[src/rtl/ex_mem_skid_reg.sv]
// EX->MEM pipeline stage: two-entry elastic buffer (main + skid) with a registered in_ready,
// synchronous flush, a forwarding tap off the head entry and a saturating stall counter.
module ex_mem_skid_reg #(
    parameter int unsigned XLEN   = 32,
    parameter int unsigned REG_AW = 5,
    parameter int unsigned F3_W   = 3,
    parameter int unsigned CNT_W  = 16
) (
    input  logic              clk,
    input  logic              reset,
    input  logic              flush,
    input  logic              in_valid,
    output logic              in_ready,
    input  logic              in_mux_d_mem,
    input  logic              in_write_reg_en,
    input  logic              in_d_mem_r,
    input  logic              in_d_mem_w,
    input  logic [REG_AW-1:0] in_write_address,
    input  logic [F3_W-1:0]   in_fun_3,
    input  logic [XLEN-1:0]   in_data_2,
    input  logic [XLEN-1:0]   in_alu_result,
    output logic              out_valid,
    input  logic              out_ready,
    output logic              out_mux_d_mem,
    output logic              out_write_reg_en,
    output logic              out_d_mem_r,
    output logic              out_d_mem_w,
    output logic [REG_AW-1:0] out_write_address,
    output logic [F3_W-1:0]   out_fun_3,
    output logic [XLEN-1:0]   out_data_2,
    output logic [XLEN-1:0]   out_alu_result,
    output logic              fwd_valid,
    output logic [REG_AW-1:0] fwd_address,
    output logic [XLEN-1:0]   fwd_data,
    output logic [CNT_W-1:0]  stall_count
);

    typedef struct packed {
        logic              mux_d_mem;
        logic              write_reg_en;
        logic [REG_AW-1:0] write_address;
        logic              d_mem_r;
        logic              d_mem_w;
        logic [F3_W-1:0]   fun_3;
        logic [XLEN-1:0]   data_2;
        logic [XLEN-1:0]   alu_result;
    } payload_t;

    typedef enum logic [1:0] {
        EMPTY = 2'd0,
        ONE   = 2'd1,
        FULL  = 2'd2
    } state_t;

    localparam logic [CNT_W-1:0] CNT_MAX = '1;

    state_t   state_q, state_d;
    payload_t main_q, skid_q, in_payload;
    logic     in_fire, out_fire;
    logic     load_main_in, load_main_skid, load_skid;

    assign in_payload = '{
        mux_d_mem:     in_mux_d_mem,
        write_reg_en:  in_write_reg_en,
        write_address: in_write_address,
        d_mem_r:       in_d_mem_r,
        d_mem_w:       in_d_mem_w,
        fun_3:         in_fun_3,
        data_2:        in_data_2,
        alu_result:    in_alu_result
    };

    assign out_valid = (state_q != EMPTY);
    assign in_fire   = in_valid & in_ready;
    assign out_fire  = out_valid & out_ready;

    // Next state and register load enables; flush overrides everything and loads nothing.
    always_comb begin
        state_d        = state_q;
        load_main_in   = 1'b0;
        load_main_skid = 1'b0;
        load_skid      = 1'b0;
        if (flush) begin
            state_d = EMPTY;
        end else begin
            case (state_q)
                EMPTY: begin
                    if (in_fire) begin
                        load_main_in = 1'b1;
                        state_d      = ONE;
                    end
                end
                ONE: begin
                    if (in_fire && out_fire) begin
                        load_main_in = 1'b1;
                    end else if (in_fire) begin
                        load_skid = 1'b1;
                        state_d   = FULL;
                    end else if (out_fire) begin
                        state_d = EMPTY;
                    end
                end
                FULL: begin
                    if (out_fire) begin
                        load_main_skid = 1'b1;
                        state_d        = ONE;
                    end
                end
                default: state_d = EMPTY;
            endcase
        end
    end

    // in_ready is registered from the next state so it never sees out_ready combinationally.
    always_ff @(posedge clk or posedge reset) begin
        if (reset) begin
            state_q  <= EMPTY;
            in_ready <= 1'b1;
        end else begin
            state_q  <= state_d;
            in_ready <= (state_d != FULL);
        end
    end

    always_ff @(posedge clk or posedge reset) begin
        if (reset) begin
            main_q <= '0;
            skid_q <= '0;
        end else begin
            if (load_main_in) begin
                main_q <= in_payload;
            end else if (load_main_skid) begin
                main_q <= skid_q;
            end
            if (load_skid) begin
                skid_q <= in_payload;
            end
        end
    end

    always_ff @(posedge clk or posedge reset) begin
        if (reset) begin
            stall_count <= '0;
        end else if (out_valid && !out_ready && !flush && (stall_count != CNT_MAX)) begin
            stall_count <= stall_count + CNT_W'(1);
        end
    end

    assign out_mux_d_mem     = main_q.mux_d_mem;
    assign out_write_reg_en  = main_q.write_reg_en & out_valid;
    assign out_d_mem_r       = main_q.d_mem_r & out_valid;
    assign out_d_mem_w       = main_q.d_mem_w & out_valid;
    assign out_write_address = main_q.write_address;
    assign out_fun_3         = main_q.fun_3;
    assign out_data_2        = main_q.data_2;
    assign out_alu_result    = main_q.alu_result;

    assign fwd_valid   = out_valid & main_q.write_reg_en & ~main_q.mux_d_mem
                       & (main_q.write_address != '0);
    assign fwd_address = main_q.write_address;
    assign fwd_data    = main_q.alu_result;

endmodule

[config.mk]
export PLATFORM = sky130hd
export DESIGN_NAME = ex_mem_skid_reg
export DESIGN_NICKNAME = d
export VERILOG_FILES = /design/src/rtl/ex_mem_skid_reg.sv
export SDC_FILE = /design/constraint.sdc
export NUM_CORES = 1
export LEC_CHECK = 0
export BUFFER_PORTS_ARGS = -buffer_cell sky130_fd_sc_hd__buf_4
export CORE_ASPECT_RATIO = 0.75
export CORE_MARGIN = 5
export CORE_UTILIZATION = 40
export DETAILED_ROUTE_END_ITERATION = 16
export MAX_ROUTING_LAYER = met4
export PLACE_DENSITY = 0.67
export SLEW_MARGIN = 30
export SYNTH_ARGS = -nofsm -noshare
export SYNTH_HDL_FRONTEND = slang
export SYNTH_SLANG_ARGS = --single-unit
[constraint.sdc]
create_clock -name clk -period 7.3 [get_ports clk]
set_clock_uncertainty 0.05 [all_clocks]
set_input_delay 2.19 -clock clk [delete_from_list [all_inputs] [get_ports clk]]
set_output_delay 2.19 -clock clk [all_outputs]
set_load 0.01 [all_outputs]
[Yosys cells after proc, flatten, opt, wreduce, memory -nomap -nowiden]
Cells that the tools add are included.
Operators by class
  add/sub/neg operators: 1
  equal/unequal tests: 4
  multiplexer cells: 19
  bitwise gates (word level): 8
  reduce and logical (&&, ||, !) cells: 10
Operators by type and width (number)
  76-bit 2-to-1 mux: 2
  16-bit by 1-bit adder with 16-bit output (second input constant): 1
  16-bit inequality test (second input constant): 1
  2-bit 2-to-1 mux: 6
  1-bit 2-to-1 mux: 9
  1-bit AND: 7
  2-bit one-hot mux with 3 select lines: 1
  5-bit nonzero test: 1
  1-bit logical AND: 4
  2-bit nonzero test: 2
  2-bit by 1-bit equality test with 1-bit output (second input constant): 1
  2-bit equality test (second input constant): 1
  1-bit zero test: 2
  2-bit zero test: 1
  2-bit inequality test (second input constant): 1
  1-bit one-hot mux with 2 select lines: 1
  1-bit NOT: 1
Word-level totals
  bits in registers: 171
  output and inout port bits: 132
  word-level logic and storage cells: 61

[Logic depth before layout (Yosys ltp)]
Gate-level depths: netlist of the first run.
  depth after elaboration: 8
  mapped depth: 7
  gate-level depth less buffers: 5

[Worst setup path after synthesis of the first run]
OpenSTA, ideal clock, no wires.
  path kind: register to output
  start point: reg state_q[1]
  end point: out fwd_valid
  arrival time: 1.261 ns
  required time: 5.060 ns
  slack: 3.799 ns
  cell stages (with the launch flop): 5
  path buffers: 1
  cell sequence: dfrtp_1 or2_2 clkbuf_1 and2_1 nor3b_1
Between the ends
  longest elaborated chain between the ends: 4
RTL lines
  start, declared: line 57  | state_t state_q, state_d;
  start signal, assigned: line 120  | state_q <= state_d;
  2-bit nonzero test: line 73  | assign out_valid = (state_q != EMPTY);
  named net out_valid: line 22  | output logic out_valid,
  1-bit AND
  named net out_write_reg_en: line 25  | output logic out_write_reg_en,
  1-bit AND: line 158  | assign fwd_valid = out_valid & main_q.write_reg_en & ~main_q.mux_d_mem
  1-bit AND: line 159  | & (main_q.write_address != '0);
  end, declared: line 32  | output logic fwd_valid,
The timed path passes the listed nets, and every way through them passes these cells.

[Final worst setup path of the first run]
  start point: reg main_q (netlist bit fwd_address[0])
  end point: out fwd_valid
Between the ends
  longest elaborated chain between the ends: 2
RTL lines
  start, declared: line 58  | payload_t main_q, skid_q, in_payload;
  start signal, assigned: line 131  | main_q <= in_payload;
  start signal, assigned: line 133  | main_q <= skid_q;
  5-bit nonzero test: line 159
  1-bit AND: line 159
Every way passes these cells.

==> results of run 1 <==
[power by group]
part           leakage [nW]  total [W]  switching, W  internal (W)
Sequential             2.14    0.00134      0.000154       0.00119
Combinational          2.29   0.000645      0.000283      0.000362
Clock                 0.264   0.000860      0.000371      0.000489
Total                  4.69    0.00284      0.000808       0.00204
[worst reg2reg max path, cell delays in order (launching register included)]
cell      delay (ns)
dfstp_2         0.55
and4bb_2        0.32
and2_2          0.72
buf_4           0.53
a22oi_1         0.17
nand2_1         0.11
[cell type report]
class                   instances  area share [%]
inverters                       3           0.172
clock inverters                 9           0.941
well taps                     253            3.35
repair buffers                218            17.5
clock buffers                  23            4.96
flip-flops and latches        171            45.3
multi-input cells             449            27.7
[routing by layer]
layer,vias up,share of wire (%),track usage [%],routed length [um]
li1,2602,-,-,-
met1,2696,48,23.4,8450
met2,176,44,23.8,7870
met3,15,7.0,3.27,1250
met4,0,1.1,5.15,202
met5,-,0,-,0
[cell usage in the layout (no fill, tap or decap), types with 2 or more instances in the layout]
| cell type | n |
|---|---|
| xnor2_1 | 2 |
| clkinv_2 | 2 |
| clkinv_4 | 2 |
| nand4_1 | 4 |
| inv_6 | 2 |
| and2_1 | 4 |
| mux2_1 | 7 |
| inv_1 | 2 |
| nor4b_1 | 2 |
| a31oi_1 | 2 |
| a22oi_1 | 6 |
| nand2_1 | 231 |
| clkbuf_16 | 17 |
| nor3_1 | 4 |
| clkinvlp_4 | 3 |
| a21oi_1 | 3 |
| mux2_2 | 70 |
| nand3_1 | 73 |
| xor2_1 | 9 |
| nor4_1 | 6 |
| dfrtp_1 | 170 |
| buf_4 | 216 |
| nor2_1 | 7 |
| clkbuf_1 | 4 |
| clkbuf_8 | 2 |
[sequential cells by signal, indices dropped and copies added (netlist names)]
signal,flops
fwd_address,5
stall_count,16
in_ready,1
skid_q,76
out_fun_3,3
main_q,3
out_data_2,32
fwd_data,32
out_mux_d_mem,1
state_q,2
[through the flow]
stage,utilization (%),cells
CTS,48.9,1126
global route,48.9,1126
finish,48.9,1126
floorplan,-,768
global placement,45.9,1093
detailed placement,46.0,1094
[cell families after synthesis]
logic type | Yosys count | share of synthesized area [%]
AO/OA/AOI/OAI | 17 | 1.51
adder cells (fa/ha/maj) | 1 | 0.159
flip-flops | 171 | 54.5
XOR/XNOR | 11 | 1.23
AND/OR/NAND/NOR | 342 | 18.7
multiplexers | 78 | 11.2
buffers and inverters | 148 | 12.6
[worst paths after layout]
kind | startpoint | end | slack (ns)
max | fwd_address[0] | fwd_valid | 3.29
min | skid_q[59] | out_data_2[27] | 0.43
max reg2reg | in_ready | main_q[74] | 4.80
min reg2reg | skid_q[59] | out_data_2[27] | 0.43
max in group asynchronous | reset | out_data_2[14] | 4.41
min in group asynchronous | reset | fwd_data[8] | 1.84
==> impl_metrics.ini, run 1 <==
[sta]
rsz0062_at_grt = no
tightestPinTransition_ns = 0.884
finalCritPeriodShare_pct = 55.0
period_minus_slack_ns = 4.01
hold_slack_ns = 0.425
max_freq_mhz = 249
setup_ws_ns = 3.29
fin_setup_tns_ns = 0
slew_headroom_pct = 41.1
hold_viol = 0
drv_slew = 0
setup_viol = 0

[clock_tree]
cts_hold_buf = 0
cts_inserted_buffers = 17
tritoncts = built
root_buffer = clkbuf_16
cts_resized = 0
clock_sinks = 171
clkTransAtPathRegs_ns = 0.06
h-tree-depth = 4
max-clock-path-buffers = 2
clock_latency_ns = 0.42
post_cts_buffers = 0

[setup_path]
crit_path_start_kind = register
worst_ep_arrival_time_ns = 1.77
max_stage_delay_ns = 0.58
cp_cell_sequence = or4_1 -> nor2_1 -> nor3b_1 -> buf_4
path_buf_inv = 1
crit_cells = 4
crit_path_end_kind = primary output
critical-path-slowest-cell = or4_1
crit_type = reg2out
critPathTopFamily = simple AND/OR/NAND/NOR gates
crit_path_max_fanout = 4
cp.required_ns = 5.06
worstRegToRegCells = 5

[finish]
multiInputGateArea_um2 = 2610
seq_area_um2 = 4280
fillers = 1743
synthToLayoutAreaGrowth_pct = 20.3
diodes = 0
nets = 942
drive_gt1_share_pct = 37.3
postLayoutCellArea_um2 = 9440

[yosys]
synthDistinctLibCells = 39
synth_common_cells = 231 x nand2_1, 170 x dfrtp_1, 109 x buf_4
synth_nets = 850
avgSynthCellArea_um2 = 10.2
synth_top_area_cell = dfrtp_1
synth-main-ff-cell = dfrtp_1
yosys_warnings = 0
async_flop_share_pct = 100
syn_inst = 768
ys_ff_latch = 171
synth_top_area_share_pct = 54.2
yosysSeqAreaShare_pct = 54.5
syn-cell-area_um2 = 7850
synth_area_leaders = dfrtp_1 54%, nand2_1 11%, buf_4 10%, mux2_2 10%, nand3_1 4.7%
synth-edff-count = 0
yosysMostFrequentCell = nand2_1

[grt]
grt_pass1_wl_um = 29300
grt_pass1_vias = 5525
grt_usage_pct = 16.5
grt_max_degree = 90
grt.overflow.total = 0
antenna_found_initial = 0

[place]
place.detailed.hpwl_um = 11900
pre_cts_slack_ns = 2.88
gp_congestion = 0.785
numPortBuffers = 212
place_area_um2 = 8880

[floorplan]
die_y_um = 131
die_area_um2 = 22600
initial_core_util_pct = 40.6
io-pin-count = 213
placementRows = 44
coreArea_um2 = 19300
die_w_um = 172

[routing]
drc = 0
wirelength_um = 17800
vias_per_cell = 4.87
drtAntennaViolNets = 0
num_vias = 5489
firstDrtPassIters = 5
dr.first_iter.drc_count = 401
wl_per_cell_um = 15.8

[flow_run]
maxCapViolations = 0

[power_and_ir_drop]
power.density_nw_per_um2 = 301
ir_worst_vdd_uv = 132
leakage_nw = 4.69
p_total_w = 0.00284

[min_path]
min_path_cells = 2
hp-class = reg2reg

[run_status]
outcome = complete, no violations
Note: power is estimated with default switching activity, not from simulation.
==> run 2, diff against run 1 <==
--- a/config.mk
+++ b/config.mk
@@ -11,7 +11,7 @@
 export CORE_UTILIZATION = 40
 export DETAILED_ROUTE_END_ITERATION = 16
 export MAX_ROUTING_LAYER = met4
-export PLACE_DENSITY = 0.67
+export PLACE_DENSITY = 0.69
 export SLEW_MARGIN = 30
 export SYNTH_ARGS = -nofsm -noshare
 export SYNTH_HDL_FRONTEND = slang
==> constraint.sdc (replaced) <==
create_clock -name clk -period 3.25 [get_ports clk]
set_clock_uncertainty 0.05 [all_clocks]
set_input_delay 0.975 -clock clk [delete_from_list [all_inputs] [get_ports clk]]
set_output_delay 0.975 -clock clk [all_outputs]
set_load 0.01 [all_outputs]
==> run 2 against run 1 <==
Sequential share of layout area down 0.56 points. Cell count up 0.44%. Register-to-register slack worse by 3.5 ns. Worst setup slack worse by 2.9 ns. First-iteration DRC count up 4.5%. Critical path type unchanged.
==> impl_metrics.ini, run 2 (synthesized netlist as in run 1, its figures left out) <==
[run_status]
outcome = complete, no violations

[setup_path]
r2r_end = main_q[74]
critical-path-slowest-cell = or4_1
cp_cell_sequence = or4_1 -> nor2_1 -> nor3b_1 -> buf_4
r2r-start = in_ready
cp.required_ns = 2.22
rrSetupSlack_ns = 1.28
path_buf_inv = 1
worst_ep_arrival_time_ns = 1.80
crit_path_end_kind = primary output
max_stage_delay_ns = 0.59
crit_path_max_fanout = 4
crit_type = reg2out
worstRegToRegCells = 5
critPathTopFamily = simple AND/OR/NAND/NOR gates
crit_path_start_kind = register

[floorplan]
initial_core_util_pct = 40.6
die_w_um = 172
coreArea_um2 = 19300
placementRows = 44
die_area_um2 = 22600
io-pin-count = 213
die_y_um = 131

[power_and_ir_drop]
leakage_nw = 4.75
ir_worst_vdd_uv = 362
power.density_nw_per_um2 = 678

[finish]
regMostFlops = skid_q
drive_gt1_share_pct = 38.0
synthToLayoutAreaGrowth_pct = 21.8
multiInputGateArea_um2 = 2610
diodes = 0
largest_reg_flops = 76
nets = 949
mostFrequentLayoutCell = nand2_1
fillers = 1752
postLayoutCellArea_um2 = 9560
utilization_pct = 49.5
final_cell_count_no_fill = 1131
final_cell_mix = 231 x nand2_1, 220 x buf_4, 170 x dfrtp_1
seq_area_um2 = 4280

[flow_run]
maxCapViolations = 0

[min_path]
hp-class = reg2reg
hold_end = fwd_data[11]
min_path_cells = 2
min_from = skid_q[11]

[grt]
antenna_found_initial = 0
use_met2_pct = 24.5
use_met3_pct = 4.38
grt_usage_pct = 16.5
grt_pass1_wl_um = 29600
grt_max_degree = 58
grt.overflow.total = 0
gr-usage-met1_pct = 23.1
busiest_layer = met2
grt_pass1_vias = 5573

[clock_tree]
cts_resized = 0
cts_hold_buf = 0
max-clock-path-buffers = 2
post_cts_buffers = 0
root_buffer = clkbuf_16
h-tree-depth = 4
cts_inserted_buffers = 17
clock_latency_ns = 0.41
clock_sinks = 171
tritoncts = built
clkTransAtPathRegs_ns = 0.07

[sta]
tightestPinTransition_ns = 0.650
fin_setup_tns_ns = 0
slew_headroom_pct = 56.6
max_freq_mhz = 354
setup_viol = 0
rsz0062_at_grt = no
finalCritPeriodShare_pct = 87.0
hold_viol = 0
hold_slack_ns = 0.424
drv_slew = 0
period_minus_slack_ns = 2.83

[routing]
dr.first_iter.drc_count = 419
wl_per_cell_um = 15.7
num_vias = 5489
vias_per_cell = 4.85
drtAntennaViolNets = 0
drc = 0
firstDrtPassIters = 5
wirelength_um = 17800

[place]
gp_congestion = 0.775
placed_cells_incl_taps = 1101
numPortBuffers = 212
place.detailed.hpwl_um = 12300
place_area_um2 = 8980
[run 2: changes by cell type in the layout (fill, tap and decap cells not counted), sizes merged]
cell    delta
inv        +1
clkinv     -2
bufinv     +1
clkbuf     -2
buf        +7
[run 2: layer usage]
layer  vias to the layer above  share of wire, %
met5                         -                 0
met3                        12               7.0
met4                         0              0.77
li1                       2621                 -
met2                       165                45
met1                      2691                47
[run 2: per-stage QoR]
step	setup slack [ns]	power, W
3_3_place_gp	0.662	0.00447
3_5_place_dp	0.658	0.00452
4_1_cts	0.336	0.00657
5_1_grt	0.297	0.00686
6_report	0.421	0.00648
2_1_floorplan	0.0431	0.00410
[run 2: final cells by class]
cell class                      instances  area share, %
Clock buffer                           21           4.92
Clock inverter                          9           1.16
Inverter                                3          0.157
Multi-Input combinational cell        449           27.3
Sequential cell                       171           44.8
Tap cell                              253           3.31
Timing Repair Buffer                  225           18.3
[run 2: power by group]
part,internal [W],switching [W],leakage (nW),total [W]
clock,0.00119,0.000820,0.282,0.00201
combinational,0.000823,0.000639,2.33,0.00146
sequential,0.00266,0.000340,2.14,0.00300
[run 2: worst max-delay path by stage]
stage                              start        endpoint  depth (start not counted)
after CTS                 fwd_address[0]       fwd_valid                          4
after floorplan                    reset  fwd_address[0]                          1
after detailed placement           flush  fwd_address[1]                          6
after global placement             flush      main_q[74]                          6
after global routing      fwd_address[0]       fwd_valid                          4
final                     fwd_address[0]       fwd_valid                          4
[run 2: worst register-to-register path, delay by kind of cell (launching register included)]
kind	cells	cell delay [ns]
DFF	1	0.54
buffers and inverters	1	0.28
and+or+nand+nor	3	0.89
AOI/OAI and AO/OA	1	0.15
